==> src/rtl/ex_stage_if.sv <==
// ID/EX, hazard, writeback and EX/MEM signal bundle for the execute stage.
// The slave side is the execute stage; the master side is the surrounding pipeline.
interface ex_stage_if;
  logic [1:0] WBreg;
  logic [1:0] Mreg;
  logic [1:0] EXreg;
  logic [7:0] DataAreg;
  logic [7:0] DataBreg;
  logic [7:0] imm_valuereg;
  logic       RegRsreg;
  logic       RegRtreg;

  logic       id_rs;
  logic       id_rt;
  logic       flush;

  logic       memwb_regwrite;
  logic       memwb_rd;
  logic [7:0] memwb_data;

  logic [1:0] WB_exmem;
  logic [1:0] M_exmem;
  logic [7:0] alu_exmem;
  logic [7:0] store_exmem;
  logic       rd_exmem;
  logic       zero_exmem;
  logic       carry_exmem;
  logic       stall_req;

  modport slave (
    input  WBreg, Mreg, EXreg, DataAreg, DataBreg, imm_valuereg, RegRsreg, RegRtreg,
    input  id_rs, id_rt, flush,
    input  memwb_regwrite, memwb_rd, memwb_data,
    output WB_exmem, M_exmem, alu_exmem, store_exmem, rd_exmem, zero_exmem, carry_exmem,
    output stall_req
  );

  modport master (
    output WBreg, Mreg, EXreg, DataAreg, DataBreg, imm_valuereg, RegRsreg, RegRtreg,
    output id_rs, id_rt, flush,
    output memwb_regwrite, memwb_rd, memwb_data,
    input  WB_exmem, M_exmem, alu_exmem, store_exmem, rd_exmem, zero_exmem, carry_exmem,
    input  stall_req
  );
endinterface

==> src/rtl/ex_stage.sv <==
// Execute stage: operand forwarding (FORWARDING_EN), 8-bit add/sub ALU, load-use stall request.
// Latency 1 cycle into EX/MEM; no backpressure, stall_req only asks upstream to freeze and bubble.
module ex_stage (
  input  logic       clock,
  input  logic       reset,
  ex_stage_if.slave  bus
);
  logic [7:0] op_a;
  logic [7:0] fwd_b;
  logic [7:0] alu_b;
  logic [8:0] sum;
  logic [7:0] alu_res;
  logic       alu_carry;
  logic       rt_match;
  logic       hazard;

`ifdef FORWARDING_EN
  logic exmem_fwd_ok;

  // A load's EX/MEM result is not yet data, so only non-load writers forward from EX/MEM.
  assign exmem_fwd_ok = bus.WB_exmem[1] & ~bus.M_exmem[1];

  always_comb begin
    op_a  = bus.DataAreg;
    fwd_b = bus.DataBreg;
    if (exmem_fwd_ok && (bus.rd_exmem == bus.RegRsreg))
      op_a = bus.alu_exmem;
    else if (bus.memwb_regwrite && (bus.memwb_rd == bus.RegRsreg))
      op_a = bus.memwb_data;
    if (exmem_fwd_ok && (bus.rd_exmem == bus.RegRtreg))
      fwd_b = bus.alu_exmem;
    else if (bus.memwb_regwrite && (bus.memwb_rd == bus.RegRtreg))
      fwd_b = bus.memwb_data;
  end
`else
  logic unused_fwd;

  assign op_a       = bus.DataAreg;
  assign fwd_b      = bus.DataBreg;
  assign unused_fwd = ^{bus.memwb_regwrite, bus.memwb_rd, bus.memwb_data, bus.M_exmem};
`endif

  always_comb begin
    alu_b     = bus.EXreg[1] ? bus.imm_valuereg : fwd_b;
    sum       = bus.EXreg[0] ? ({1'b0, op_a} - {1'b0, alu_b}) : ({1'b0, op_a} + {1'b0, alu_b});
    alu_res   = sum[7:0];
    alu_carry = bus.EXreg[0] ? (op_a >= alu_b) : sum[8];
  end

  assign rt_match = (bus.RegRtreg == bus.id_rs) || (bus.RegRtreg == bus.id_rt);

`ifdef FORWARDING_EN
  assign hazard = bus.Mreg[1] & rt_match;
`else
  // Without forwarding every in-flight writer in ID/EX or EX/MEM must drain before ID reads.
  assign hazard = (bus.Mreg[1] & rt_match) | (bus.WBreg[1] & rt_match) |
                  (bus.WB_exmem[1] & ((bus.rd_exmem == bus.id_rs) || (bus.rd_exmem == bus.id_rt)));
`endif

  assign bus.stall_req = ~bus.flush & hazard;

  always_ff @(posedge clock or posedge reset) begin
    if (reset) begin
      bus.WB_exmem    <= 2'b00;
      bus.M_exmem     <= 2'b00;
      bus.alu_exmem   <= 8'h00;
      bus.store_exmem <= 8'h00;
      bus.rd_exmem    <= 1'b0;
      bus.zero_exmem  <= 1'b0;
      bus.carry_exmem <= 1'b0;
    end else begin
      bus.WB_exmem    <= bus.flush ? 2'b00 : bus.WBreg;
      bus.M_exmem     <= bus.flush ? 2'b00 : bus.Mreg;
      bus.alu_exmem   <= alu_res;
      bus.store_exmem <= fwd_b;
      bus.rd_exmem    <= bus.RegRtreg;
      bus.zero_exmem  <= (alu_res == 8'h00);
      bus.carry_exmem <= alu_carry;
    end
  end
endmodule

==> src/flat_wrapper.sv <==
// flat-port wrapper written by rule: the top's interface ports become plain ports
module ex_stage_flat 
  (clock, reset, bus_WBreg, bus_Mreg, bus_EXreg, bus_DataAreg, bus_DataBreg, bus_imm_valuereg, bus_RegRsreg, bus_RegRtreg, bus_id_rs, bus_id_rt, bus_flush, bus_memwb_regwrite, bus_memwb_rd, bus_memwb_data, bus_WB_exmem, bus_M_exmem, bus_alu_exmem, bus_store_exmem, bus_rd_exmem, bus_zero_exmem, bus_carry_exmem, bus_stall_req);
  ex_stage_if bus_i ();
  input  logic clock;
  input  logic reset;
  input wire logic [$bits(bus_i.WBreg)-1:0] bus_WBreg;
  input wire logic [$bits(bus_i.Mreg)-1:0] bus_Mreg;
  input wire logic [$bits(bus_i.EXreg)-1:0] bus_EXreg;
  input wire logic [$bits(bus_i.DataAreg)-1:0] bus_DataAreg;
  input wire logic [$bits(bus_i.DataBreg)-1:0] bus_DataBreg;
  input wire logic [$bits(bus_i.imm_valuereg)-1:0] bus_imm_valuereg;
  input wire logic [$bits(bus_i.RegRsreg)-1:0] bus_RegRsreg;
  input wire logic [$bits(bus_i.RegRtreg)-1:0] bus_RegRtreg;
  input wire logic [$bits(bus_i.id_rs)-1:0] bus_id_rs;
  input wire logic [$bits(bus_i.id_rt)-1:0] bus_id_rt;
  input wire logic [$bits(bus_i.flush)-1:0] bus_flush;
  input wire logic [$bits(bus_i.memwb_regwrite)-1:0] bus_memwb_regwrite;
  input wire logic [$bits(bus_i.memwb_rd)-1:0] bus_memwb_rd;
  input wire logic [$bits(bus_i.memwb_data)-1:0] bus_memwb_data;
  output wire logic [$bits(bus_i.WB_exmem)-1:0] bus_WB_exmem;
  output wire logic [$bits(bus_i.M_exmem)-1:0] bus_M_exmem;
  output wire logic [$bits(bus_i.alu_exmem)-1:0] bus_alu_exmem;
  output wire logic [$bits(bus_i.store_exmem)-1:0] bus_store_exmem;
  output wire logic [$bits(bus_i.rd_exmem)-1:0] bus_rd_exmem;
  output wire logic [$bits(bus_i.zero_exmem)-1:0] bus_zero_exmem;
  output wire logic [$bits(bus_i.carry_exmem)-1:0] bus_carry_exmem;
  output wire logic [$bits(bus_i.stall_req)-1:0] bus_stall_req;
  assign bus_i.WBreg = bus_WBreg;
  assign bus_i.Mreg = bus_Mreg;
  assign bus_i.EXreg = bus_EXreg;
  assign bus_i.DataAreg = bus_DataAreg;
  assign bus_i.DataBreg = bus_DataBreg;
  assign bus_i.imm_valuereg = bus_imm_valuereg;
  assign bus_i.RegRsreg = bus_RegRsreg;
  assign bus_i.RegRtreg = bus_RegRtreg;
  assign bus_i.id_rs = bus_id_rs;
  assign bus_i.id_rt = bus_id_rt;
  assign bus_i.flush = bus_flush;
  assign bus_i.memwb_regwrite = bus_memwb_regwrite;
  assign bus_i.memwb_rd = bus_memwb_rd;
  assign bus_i.memwb_data = bus_memwb_data;
  assign bus_WB_exmem = bus_i.WB_exmem;
  assign bus_M_exmem = bus_i.M_exmem;
  assign bus_alu_exmem = bus_i.alu_exmem;
  assign bus_store_exmem = bus_i.store_exmem;
  assign bus_rd_exmem = bus_i.rd_exmem;
  assign bus_zero_exmem = bus_i.zero_exmem;
  assign bus_carry_exmem = bus_i.carry_exmem;
  assign bus_stall_req = bus_i.stall_req;
  ex_stage u_core (.clock(clock), .reset(reset), .bus(bus_i));
endmodule
==> config.mk <==
export PLATFORM = sky130hd
export DESIGN_NAME = ex_stage_flat
export DESIGN_NICKNAME = d
export VERILOG_FILES = /design/src/rtl/ex_stage_if.sv /design/src/rtl/ex_stage.sv /design/src/flat_wrapper.sv
export SDC_FILE = /design/constraint.sdc
export NUM_CORES = 1
export LEC_CHECK = 0
export ABC_AREA = 1
export ABC_CLOCK_PERIOD_IN_PS = 1150
export BUFFER_PORTS_ARGS = -buffer_cell sky130_fd_sc_hd__buf_2
export CORE_UTILIZATION = 49
export CTS_CLUSTER_DIAMETER = 200
export DETAILED_ROUTE_END_ITERATION = 6
export PLACE_DENSITY = 0.88
export REMOVE_ABC_BUFFERS = 1
export SLEW_MARGIN = 20
export SYNTH_ARGS = -nofsm -noshare
export SYNTH_HDL_FRONTEND = slang
export SYNTH_SLANG_ARGS = --single-unit
export TNS_END_PERCENT = 10
==> constraint.sdc <==
create_clock -name clock -period 1.15 [get_ports clock]
set_clock_uncertainty 0.15 [all_clocks]
set_input_delay 0.23 -clock clock [delete_from_list [all_inputs] [get_ports clock]]
set_output_delay 0.23 -clock clock [all_outputs]
set_load 0.05 [all_outputs]
Yosys cells after proc, flatten, opt, wreduce, memory -nomap -nowiden
Index checks and enable logic that the tools add are counted.
{ "classes": {"n_eq_ne": 4, "add_sub_neg": 2, "n_reduce_logical": 3, "n_lt_le_gt_ge": 1, "n_mux": 5, "bitwise_logic": 7} }
{ "ops": {"columns": ["op", "count"], "rows": [
  ["adder 8 x 8 -> 9 bit", 1],
  ["2-to-1 mux 9 bit", 1],
  ["subtractor 8 x 8 -> 9 bit", 1],
  ["greater-or-equal comparator 8 bit", 1],
  ["zero test 8 bit", 1],
  ["2-to-1 mux 8 bit", 1],
  ["bitwise AND 1 bit", 4],
  ["== test 1 bit", 4],
  ["2-to-1 mux 2 bit", 2],
  ["logical OR 1 bit", 2],
  ["OR 1 bit", 2],
  ["2-to-1 mux 1 bit", 1],
  ["inverter 1 bit", 1]
]} }
{ "totals": {"in_bits": 47, "regBits": 23, "output_inout_bits": 24} }

Depth between registers and ports, before layout
Gate-level depths: netlist of the first run.
{ "logic_depth": {"ltp_word": 6, "depth_mapped": 16, "depth_no_buf": 15} }

Worst setup path after synthesis of the first run
OpenSTA, ideal clock, no wires.
{ "synth_path": {"path_kind": "input -> register", "start": "in bus_EXreg[1]", "end": "reg u_core.bus.zero_exmem", "setup_ns": 0.114, "setup_slack_ns": -1.002, "arrival_ns": 1.888, "path_stages": 13, "cell_sequence": "clkbuf_1 > nand2_1 > o21ai_0 > inv_1 > fa_1 > inv_1 > o21a_1 > nand2_1 > nor2_1 > nand3_1 > nor2_4 > nand2_1 > nor2_2"} }
{ "synth_via": {"elab_chain_cells": 4, "word_cells_on_any_way": 5} }
{ "synth_lines": {"columns": ["element", "line_no", "source"], "rows": [
  ["start: declaration", "flat_wrapper.sv:9", "input wire logic [$bits(bus_i.EXreg)-1:0] bus_EXreg;"],
  ["2-to-1 mux 8 bit *", "ex_stage.sv:44", "alu_b = bus.EXreg[1] ? bus.imm_valuereg : fwd_b;"],
  ["adder 8 x 8 -> 9 bit / subtractor 8 x 8 -> 9 bit (equally long branches)", "ex_stage.sv:45", "sum = bus.EXreg[0] ? ({1'b0, op_a} - {1'b0, alu_b}) : ({1'b0, op_a} + {1'b0, alu_b});"],
  ["2-to-1 mux 9 bit *", "ex_stage.sv:45", null],
  ["zero test 8 bit *", "ex_stage.sv:77", "bus.zero_exmem <= (alu_res == 8'h00);"],
  ["end signal: assignment", "ex_stage.sv:77", null],
  ["end: declaration", "ex_stage_if.sv:34", "output WB_exmem, M_exmem, alu_exmem, store_exmem, rd_exmem, zero_exmem, carry_exmem,"]
]} }
Mark *: on every way between the ends. The rest lies on a longest branch, timed or not.

Worst setup path after layout of the first run
Same ends and word-level chain as after synthesis.

==> results of run 1 <==
synthesized netlist by cell type, types with 3 or more instances:
master    n
o21ai_0   8
nor2_2    3
ha_1     18
nand2_2   8
inv_1    44
inv_2     3
dfrtp_1  23
nor2_1   12
a21oi_1   5
nand3_1  20
nand2_1  73
repair_timing:
item,in CTS,in global routing
setup endpoints to repair,33,33
resized for setup,93,26
setup buffers,6,1
hold buffers,14,0
hold endpoints to repair,36,0
cloned,0,0
pin swaps,20,14
cells by family after synthesis:
logic type,count (synthesis),share of synthesized area
AND/OR/NAND/NOR,121,0.298
buffers and inverters,55,0.131
AO/OA/AOI/OAI,23,0.0874
flip-flops,23,0.327
adder cells (fa/ha/maj),20,0.151
multiplexers,1,0.00639
worst paths after layout:
kind	cells past startpoint	slack, ns	startpoint	end
setup / recovery	12	-0.84	bus_EXreg[1]	u_core.bus.zero_exmem
max in group asynchronous	4	0.22	reset	u_core.bus.rd_exmem
hold / removal	3	0.02	bus_flush	u_core.bus.WB_exmem[0]
min in group asynchronous	3	0.22	reset	u_core.bus.store_exmem[0]
per-stage QoR:
step,setup slack (ns),instances,TNS (ns)
floorplan,-0.904,238,-6.77
global placement,-1.10,378,-8.56
detailed placement,-1.14,378,-9.11
CTS,-0.683,401,-7.01
global route,-0.850,402,-10.16
finish,-0.840,402,-9.20
state kept, by name (all words and copies together), names as in the netlist:
signal	flops
u_core.bus.M_exmem	2
u_core.bus.WB_exmem	2
u_core.bus.alu_exmem	8
u_core.bus.carry_exmem	1
u_core.bus.rd_exmem	1
u_core.bus.store_exmem	8
u_core.bus.zero_exmem	1
power groups by stage:
stage / sequential, mW / combinational, mW / clock [mW]
after floorplan: 1.23 / 0.537 / 0
after global placement: 0.923 / 1.27 / 0
after detailed placement: 0.925 / 1.30 / 0
after CTS: 0.931 / 1.57 / 0.390
after global routing: 0.950 / 1.95 / 0.446
final: 0.938 / 1.86 / 0.430
worst max-delay path: stages:
cell	delay, ns
buf_8	0.11
mux2_4	0.33
ha_2	0.20
fa_2	0.44
inv_1	0.09
o21a_1	0.13
nand2_1	0.08
nor2_2	0.14
nand3_2	0.13
nor2_4	0.10
nand2_1	0.08
nor2_2	0.08
metal layers:
layer	wire length, um	GRT usage	vias up
met2	3650	0.609	225
met3	792	0.122	82
li1	-	-	975
met4	664	0.286	0
met1	2730	0.406	1090
met5	0	0	-
area by class of cell:
cell class / instances / area [um2]
flip-flops and latches: 23 / 576
repair buffers: 114 / 941
clock buffers: 4 / 26.3
inverters: 50 / 198
well taps: 46 / 57.6
multi-input cells: 165 / 1190
fillers: 137 / 404
==> results.cfg, run 1 <==
[finish]
final_cell_mix = 60 x nand2_1, 42 x inv_1, 35 x buf_2, 35 x buf_4, 26 x buf_6
fin_nets = 424
design_area_mm2 = 0.00299
layout_commonest_cell = nand2_1
diodes = 0
area_growth_pct = 69.5
drive_above_1_share = 0.452
final_util = 0.881

[power_and_ir_drop]
power.internal_mw = 1.76
power-per-cell-area_mw_per_mm2 = 1080
clkPwrFrac = 0.133
seq_power_share = 0.291
power_mw = 3.23
swShare = 0.456
p_leak_nw = 1.62
ir_drop_v = 0.000487
p_sw_mw = 1.47
power_frac_comb = 0.576

[synthesis]
synth_ff_type = dfrtp_1
yosys.area.top_type_share = 0.327
synthDistinctLibCells = 30
synthArstFlopShare = 1.00
syn_avg_cell_area_um2 = 7.25
synth_edf_count = 0
yosysTopAreaCell = dfrtp_1
yosysSeqAreaShare = 0.327
yosys-top-cells-area = dfrtp_1 33%, nand2_1 16%, ha_1 13%
yosys_warnings = 0
synth_area_mm2 = 0.00176
ys_ff_latch = 23
synthCells = 243

[cts]
htreeDepth = 1
cts-root-buf = clkbuf_4
cts_tree = yes
clockBufferDepth = 2
clk_pin_slew_ns = 0.15
numCtsBuffers = 3
clock-sinks = 23

[detailed_routing]
drc = 0
via_per_inst = 5.90
wirelength_um = 7830
firstDrtPassIters = 7
ant_nets = 0
wire_per_inst_um = 19.5
dr.first_iter.drc_count = 273
vias = 2372

[sta]
period_share = 1.73
hold_slack_ns = 0.0241
fin_crit_ns = 1.99
timing.fmax_mhz = 503
setup_slack_ns = -0.840
finalSetupViolCount = 33
worstMarginPinSlew_ns = 0.288
relSlewSlack = 0.808
drv_slew = 0
finalHoldViolCount = 0
rsz0062_at_grt = yes

[die]
start_util = 0.520
pin_count = 71
rows = 21
die_x_um = 62.0
die_h_um = 62.0
die_area_mm2 = 0.00384
core_area_mm2 = 0.00339

[job]
drv_cap = 0

[worst_setup_path]
end_kind = register
cp-start-kind = primary input
crit_fanout = 3
worst_ep_arrival_time_ns = 2.14
setup.worst_path.class = in -> reg
required_ns = 1.30

[run_status]
violations = negative setup slack
status = finished, violations left

[grt]
grtUsageTotal = 0.376
antenna_found_initial = 0
grt_max_degree = 21
grt_pass1_wl_um = 10100
grt_overflow = 0
grt_pass1_vias = 2234

[placed_design]
place_congestion = 0.889
dpl_cell_area_mm2 = 0.00235
io_buffers = 59
hpwl_um = 3500

[min_path]
hold_class = in -> reg
Power figures use the tool's default switching activity.
==> run 2: changes to the inputs <==
RECOVER_POWER = 100   (was not set)
==> run 2 against run 1 <==
  * The flow still finishes with violations (negative setup slack)
  * Flip-flop and latch count stayed put
  * Utilization is 0.70 points lower
  * Non-clock buffer count stayed put
  * Hold slack worse by 0.0020 ns
  * Critical path depth stayed put
  * Global-route usage stayed put
  * Critical path type unchanged
  * Sequential share of layout area is 0.15 points higher
  * Largest power group unchanged
  * Via count is 0.72% lower
  * Routed wire length is 0.15% higher
==> results.cfg, run 2 (synthesis gave the netlist of run 1 again) <==
[run_status]
status = finished, violations left
violations = negative setup slack

[power_and_ir_drop]
power_mw = 3.22
seq_power_share = 0.291
power_frac_comb = 0.576
p_sw_mw = 1.47
clkPwrFrac = 0.132
power.internal_mw = 1.75
ir_drop_v = 0.000481
power-per-cell-area_mw_per_mm2 = 1090
p_leak_nw = 1.59
swShare = 0.457

[grt]
grt_overflow = 0
grt_pass1_vias = 2234
grtUsageTotal = 0.376
grt_pass1_wl_um = 10100
grt_max_degree = 21
antenna_found_initial = 0

[min_path]
hold_class = in -> reg
holdPathEnd = u_core.bus.WB_exmem[0]
hp-start = bus_flush
hold_depth = 3

[placed_design]
post-place-cells = 378
io_buffers = 59
hpwl_um = 3500
pre_cts_ws_ns = -1.14
place_congestion = 0.889

[finish]
drive_above_1_share = 0.427
final_cell_mix = 60 x nand2_1, 42 x inv_1, 34 x buf_4
fillers = 148
layout_commonest_cell = nand2_1
reg_top3 = u_core.bus.alu_exmem: 8 flops, u_core.bus.store_exmem: 8 flops
area_growth_pct = 68.1
fin_cells = 402
fin_nets = 424
final_util = 0.874
diodes = 0

[detailed_routing]
via_per_inst = 5.86
wire_per_inst_um = 19.5
wirelength_um = 7840
vias = 2355
firstDrtPassIters = 7
drc = 0
dr.first_iter.drc_count = 216
ant_nets = 0

[cts]
cts-root-buf = clkbuf_4
htreeDepth = 1
numCtsBuffers = 3
cts_tree = yes
clock-sinks = 23
clk_pin_slew_ns = 0.15
clockBufferDepth = 2

[die]
start_util = 0.520
rows = 21
pin_count = 71
die_x_um = 62.0
die_area_mm2 = 0.00384
die_h_um = 62.0
core_area_mm2 = 0.00339

[sta]
rsz0062_at_grt = yes
fin_crit_ns = 1.98
setup_slack_ns = -0.830
timing.fmax_mhz = 505
hold_slack_ns = 0.0221
period_share = 1.72
relSlewSlack = 0.819
drv_slew = 0
finalHoldViolCount = 0
finalSetupViolCount = 33
worstMarginPinSlew_ns = 0.272

[worst_setup_path]
worst_ep_arrival_time_ns = 2.13
required_ns = 1.30
end_kind = register
cp-start-kind = primary input
crit_start = bus_EXreg[1]
crit_fanout = 3
setup.worst_path.class = in -> reg

[job]
drv_cap = 0
## run 2: stage by stage
step	instance area [um2]	setup TNS, ns
after floorplan	1720	-6.77
after global placement	2350	-8.56
after detailed placement	2350	-9.11
after CTS	2890	-7.01
after global routing	2960	-10.19
final	2960	-9.23
## run 2: metal layers
| metal | track usage | part of all wire | vias to the layer above |
|---|---|---|---|
| met5 | 0 | 0 | - |
| met3 | 0.122 | 0.12 | 82 |
| met1 | 0.406 | 0.33 | 1069 |
| met2 | 0.609 | 0.46 | 232 |
| li1 | - | - | 972 |
| met4 | 0.286 | 0.089 | 0 |
## run 2: power groups by stage
stage	Sequential (mW)	Clock, mW	Combinational [mW]
final	0.938	0.426	1.85
after global placement	0.923	0	1.27
after global routing	0.950	0.446	1.94
after detailed placement	0.925	0	1.30
after CTS	0.931	0.390	1.57
after floorplan	1.23	0	0.537
## run 2: critical path, cell delays in order
cell and delay [ns]:
buf_8 0.11, mux2_4 0.33, ha_2 0.20, fa_2 0.44, inv_1 0.09, o21a_1 0.14
nand2_1 0.08, nor2_2 0.14, nand3_2 0.12, nor2_4 0.10, nand2_1 0.07, nor2_2 0.07
## run 2: worst max path at each step
| stage | cells past startpoint | endpoint |
|---|---|---|
| final | 12 | u_core.bus.zero_exmem |
| after global routing | 15 | u_core.bus.zero_exmem |
| after global placement | 13 | u_core.bus.zero_exmem |
| after floorplan | 12 | u_core.bus.zero_exmem |
| after detailed placement | 13 | u_core.bus.zero_exmem |
| after CTS | 12 | u_core.bus.zero_exmem |
## run 2: what timing repair did
item	CTS	global route
buffers inserted	6	1
endpoints found under the hold margin	36	0
pin swaps	20	14
hold buffers	14	0
gates resized for setup	93	26
setup endpoints to repair	33	33
## run 2: layout make-up
type	instances	area, um2	share of cell area
Timing Repair Buffer	114	917	0.310
Sequential cell	23	576	0.194
Clock buffer	4	26.3	0.00887
Tap cell	46	57.6	0.0194
Multi-Input combinational cell	165	1190	0.401
Inverter	50	198	0.0668
